[config.mk]
export PLATFORM = sky130hd
export DESIGN_NAME = sha_1_pad
export DESIGN_NICKNAME = d
export VERILOG_FILES = /design/src/rtl/sha_1_pad.sv
export SDC_FILE = /design/constraint.sdc
export NUM_CORES = 2
export LEC_CHECK = 0
export ABC_AREA = 0
export CAP_MARGIN = 40
export CORE_UTILIZATION = 51
export CTS_CLUSTER_SIZE = 12
export DETAILED_ROUTE_END_ITERATION = 8
export GPL_TIMING_DRIVEN = 0
export PLACE_DENSITY = 0.8
export SYNTH_ARGS = -nofsm -noshare
export SYNTH_HDL_FRONTEND = slang
export SYNTH_SLANG_ARGS = --single-unit
[constraint.sdc]
create_clock -name clk -period 4.6 [get_ports clk]
set_input_delay 0.69 -clock clk [delete_from_list [all_inputs] [get_ports clk]]
set_output_delay 0.69 -clock clk [all_outputs]
set_load 0.03 [all_outputs]
[src/rtl/sha_1_pad.sv]
// SHA-1 message formatter: packs a byte stream into 512-bit blocks, appends
// 0x80 / zero fill / 64-bit bit length, and hands each block to the core.
module sha_1_pad (
  input  logic         clk,
  input  logic         rst,
  input  logic [7:0]   In_Data,
  input  logic         In_Valid,
  input  logic         In_Last,
  output logic         In_Ready,
  output logic [511:0] Data,
  output logic [63:0]  Index,
  output logic         Enable,
  input  logic         Ready,
  output logic         Done
);

  typedef enum logic [2:0] {S_LOAD, S_PAD, S_ISSUE, S_WAIT, S_DONE} state_t;

  state_t         state_q, state_d;
  logic [5:0]     cnt_q, cnt_d;
  logic [63:0]    len_q, len_d;
  logic [63:0]    idx_q, idx_d;
  logic           last_q, last_d;
  logic           padded_q, padded_d;
  logic           fin_q, fin_d;
  logic [511:0]   blk_q, blk_d;

  // Bit offset of message byte k: word k/4, big-endian within the word.
  function automatic logic [8:0] bpos(input logic [5:0] k);
    return {k[5:2], ~k[1:0], 3'b000};
  endfunction

  always_comb begin
    state_d  = state_q;
    cnt_d    = cnt_q;
    len_d    = len_q;
    idx_d    = idx_q;
    last_d   = last_q;
    padded_d = padded_q;
    fin_d    = fin_q;
    blk_d    = blk_q;
    In_Ready = 1'b0;
    Enable   = 1'b0;
    Done     = 1'b0;
    unique case (state_q)
      S_LOAD: begin
        In_Ready = 1'b1;
        if (In_Valid) begin
          blk_d[bpos(cnt_q) +: 8] = In_Data;
          cnt_d = cnt_q + 6'd1;
          len_d = len_q + 64'd8;
          if (cnt_q == 6'd63) begin
            state_d = S_ISSUE;
            idx_d   = idx_q + 64'd1;
            if (In_Last) last_d = 1'b1;
          end else if (In_Last) begin
            last_d  = 1'b1;
            state_d = S_PAD;
          end
        end
      end
      S_PAD: begin
        for (int b = 0; b < 64; b++) begin
          if (!padded_q) begin
            if (6'(b) == cnt_q)     blk_d[bpos(6'(b)) +: 8] = 8'h80;
            else if (6'(b) > cnt_q) blk_d[bpos(6'(b)) +: 8] = 8'h00;
          end else if (b < 56) begin
            blk_d[bpos(6'(b)) +: 8] = 8'h00;
          end
        end
        padded_d = 1'b1;
        // Length fits only if the 0x80 marker left bytes 56..63 free.
        if (padded_q || cnt_q <= 6'd55) begin
          blk_d[479:448] = len_q[63:32];
          blk_d[511:480] = len_q[31:0];
          fin_d          = 1'b1;
        end
        idx_d   = idx_q + 64'd1;
        state_d = S_ISSUE;
      end
      S_ISSUE: begin
        Enable  = 1'b1;
        state_d = S_WAIT;
      end
      S_WAIT: begin
        if (Ready) begin
          if (fin_q) begin
            state_d = S_DONE;
          end else begin
            cnt_d   = 6'd0;
            state_d = last_q ? S_PAD : S_LOAD;
          end
        end
      end
      S_DONE: begin
        Done     = 1'b1;
        cnt_d    = 6'd0;
        len_d    = 64'd0;
        idx_d    = 64'd0;
        last_d   = 1'b0;
        padded_d = 1'b0;
        fin_d    = 1'b0;
        state_d  = S_LOAD;
      end
      default: state_d = S_LOAD;
    endcase
  end

  always_ff @(posedge clk) begin
    if (!rst) begin
      state_q  <= S_LOAD;
      cnt_q    <= 6'd0;
      len_q    <= 64'd0;
      idx_q    <= 64'd0;
      last_q   <= 1'b0;
      padded_q <= 1'b0;
      fin_q    <= 1'b0;
      blk_q    <= '0;
    end else begin
      state_q  <= state_d;
      cnt_q    <= cnt_d;
      len_q    <= len_d;
      idx_q    <= idx_d;
      last_q   <= last_d;
      padded_q <= padded_d;
      fin_q    <= fin_d;
      blk_q    <= blk_d;
    end
  end

  assign Data  = blk_q;
  assign Index = idx_q;

endmodule

==> results.md <==
* Status: finished clean
* DR DRC count at 0
* Leakage at 0.0125 uW
* Setup violators final at 0
* Maximum vdd ir drop at around 0.00032 V
* DRT Pass-1 Iters at 8
* Async SR Flop Fraction at 0
* Clock sinks at 649
* Yosys warnings at 0
* Via/cell ratio at 6.85
* First-pass GRT wire length at 198000 um
* Seq/Total Area, Yosys at 0.477
* CP Data Arrival Time at 5.13 ns
* WS Path Type: reg -> reg
* Initial antenna violation count at 3
* Gpl congestion at around 1.1
* Worst slew pin tran at 1.05 ns
* Slew Viols, Final at 0
* Area of the multi-input gates at about 13000 sq um
* Max Used Layer: met5
* Share of layout cells above drive strength 1 at 0.0738
* Metal3 WL at 19300 um
* CTS hold repair buffers at 0
* Utilization after layout at 0.698
* PortBufs at just under 600
* Met2 routed WL at 59900 um
* Crit. End Element: flip-flop
* Post-Synthesis Cells at between 3k and 4k
* Worst rel slew slack at 0.296
* Die area at approximately 54000 sq um
* Syn nets at 3099
* Fmax at roughly 220 MHz
* Die extent in y at 233 um
* CTS Buf Count at 68
* Num ports at 592
* Final worst-path cycle share at 0.996
* Ratio of total power to cell area at 359 nW/um^2
* MaxCap Viol Count at 0
* Final Hold Viols at 0
* CTS tree: yes
* Reg clk slew, reported paths at around 0.060 ns
* Filler cells at 3906
* WHS at roughly 0.45 ns
* Synth cell types at 96
* Starting Density at 0.518
* CP Max Fanout at 11
* Row count at 84
* Flops & latches, synth at 649
* FF+latch area at 13000 sq um
* Largest net degree at the start of global routing at 13
* CP Launch Type: flip-flop
* Post-Syn Area at 27300 sq um
* Critical path launch point: cnt_q[0]
* Grt ovf at 0
* EDFF count, synth at 0
* Vias in the first global route at between 20k and 30k
* DP Wirelength at between 100000 and 150000 um
* Mean post-synth cell area at 8.85 sq um
* Tot GR Track Use at 0.498
* Hold path start: Data[7]
* Root Driver: clkbuf_16
* Via count at 31.0k
* Worst path required time at 5.15 ns
* Worst-Skew Late Latency at 0.62 ns
* DRT met1 WL at 50700 um
* Htree depth at 3
* Clock Skews at approximately 0.022 ns
* Antenna-violating nets left at 0
* CORE AREA at between 50000 and 60000 sq um
* Period minus WS final at around 4.6 ns
* Chip Width at 233 um
* Syn-to-layout area delta at 34.9%
* Top_reg_cell synth: dfxtp_1
* Worst Hold Class: reg -> reg
* RR Startpoint: cnt_q[0]
* Total Wirelength at 140000 um
* WL/cell at between 30 and 40 um
* Final #Nets at 3822
* DR iter-0 viols at 4130
* Clk buf depth at 3
-- worst max-delay path, stage by stage, from the launching register on --
cell and delay [ns]:
dfxtp_1 0.37, buf_2 0.23, clkbuf_2 0.38, clkbuf_4 0.37
clkinv_2 0.28, ha_1 0.48, clkbuf_2 0.27, inv_1 0.16
nor2_2 0.27, nand3_2 0.38, clkbuf_1 0.48, o22ai_1 0.58
mux2i_1 0.14, nor2_1 0.12
-- final timing paths --
kind / cells past startpoint / to / slack (ns)
worst max-delay path: 13 / Data[87] / 0.02
worst min-delay path: 2 / Data[7] / 0.45
worst max register to register: 13 / Data[87] / 0.02
worst min register to register: 2 / Data[7] / 0.45
-- metrics by stage --
stage	instances	setup WS, ns	TNS, ns	total power (uW)	cell area, sq um
floorplan	3080	1.01	0	6870	27300
global route	4523	-0.00159	-0.00159	13400	36800
global placement	4354	-2.58	-551.35	7730	34000
CTS	4515	0.0275	0	13000	36700
finish	4524	0.0186	0	13200	36800
detailed placement	4413	-1.22	-319.51	7790	34500
-- Yosys cell counts (7+ instances only) --
cell type,instances,share of area
mux2i_1,25,0.0092
dfxtp_1,649,0.48
o211a_1,10,0.0037
xor2_1,49,0.016
nand4_1,56,0.013
a21oi_1,174,0.032
o221ai_1,14,0.0045
o31ai_1,39,0.011
and4_1,11,0.0035
and2_1,34,0.0078
nand2b_1,10,0.0023
or3_1,31,0.0071
buf_1,12,0.0017
o2bb2ai_1,133,0.043
inv_1,42,0.0058
a211oi_1,30,0.0083
or2_2,24,0.0055
nor2b_1,24,0.0055
nor2_1,316,0.044
a22o_1,72,0.023
nor4_1,26,0.0060
a221oi_1,9,0.0029
o22ai_1,53,0.012
o41ai_1,8,0.0026
a2bb2o_1,8,0.0029
buf_2,34,0.0062
and3_1,23,0.0053
o32a_1,7,0.0026
a32o_1,16,0.0059
xnor2_1,52,0.017
nand2_1,230,0.032
or4_1,13,0.0036
clkbuf_1,194,0.027
a31oi_1,14,0.0032
nand3_1,151,0.028
o211ai_1,14,0.0039
a211o_1,8,0.0026
a32oi_1,20,0.0064
o21ai_0,170,0.031
nor3_1,72,0.013
a22oi_1,77,0.021
-- repair_timing --
action / CTS / global route
setup buffers: 0 / 1
setup endpoints to repair: 496 / 196
gates resized for setup: 17 / 15
pin swaps: 0 / 1
-- cells by family after synthesis --
| kind of cell | Yosys count | share of synthesized area |
|---|---|---|
| muxes | 25 | 0.00918 |
| adders and majority gates | 6 | 0.00275 |
| buffers and inverters | 292 | 0.0427 |
| AOI/OAI and AO/OA | 942 | 0.245 |
| xor gates and xnor gates | 102 | 0.0330 |
| DFF | 649 | 0.477 |
| and+or+nand+nor | 1064 | 0.190 |
-- cell usage in the layout, fill, tap and decap left out, types with 29 or more instances in the layout --
master and n:
xnor2_1 52, a21oi_1 174, buf_2 56, clkbuf_16 70, o31ai_1 38, nand4_1 56, xor2_1 49, a22oi_1 77
o22ai_1 52, o21ai_0 170, nand2_1 230, a211oi_1 29, or3_1 31, nand3_1 150, clkbuf_1 198, a22o_1 72
clkdlybuf4s50_1 586, o2bb2ai_1 133, inv_1 42, and2_1 33, nor3_1 68, nor2_1 313, dfxtp_1 649
-- registers in the layout (all words and copies together), names as in the netlist --
signal,flops
fin_q,1
Index,64
padded_q,1
len_q,61
cnt_q,6
state_q,3
last_q,1
Data,512
-- where the power goes --
group | total [uW] | internal (uW) | switching [uW] | leakage, uW
Combinational | 2060 | 509 | 1550 | 0.00623
Sequential | 5800 | 5720 | 75.1 | 0.00523
Clock | 5360 | 3030 | 2330 | 0.00102
Total | 13200 | 9260 | 3950 | 0.0125
-- final cells by class --
| class | count | share of cell area |
|---|---|---|
| Buffer | 247 | 0.0274 |
| Clock inverter | 8 | 0.00299 |
| Sequential cell | 649 | 0.353 |
| Timing Repair Buffer | 653 | 0.175 |
| Tap cell | 688 | 0.0234 |
| Multi-Input combinational cell | 2139 | 0.359 |
| Inverter | 45 | 0.00466 |
| Antenna cell | 1 | 0.0000680 |
| Clock buffer | 94 | 0.0536 |
-- metal layers --
layer | track usage | vias to the layer above
met5 | 0 | -
met4 | 0.306 | 4
met3 | 0.186 | 725
met2 | 0.749 | 2634
met1 | 0.599 | 14800
li1 | - | 12800
(Power assumes the default switching activity.)
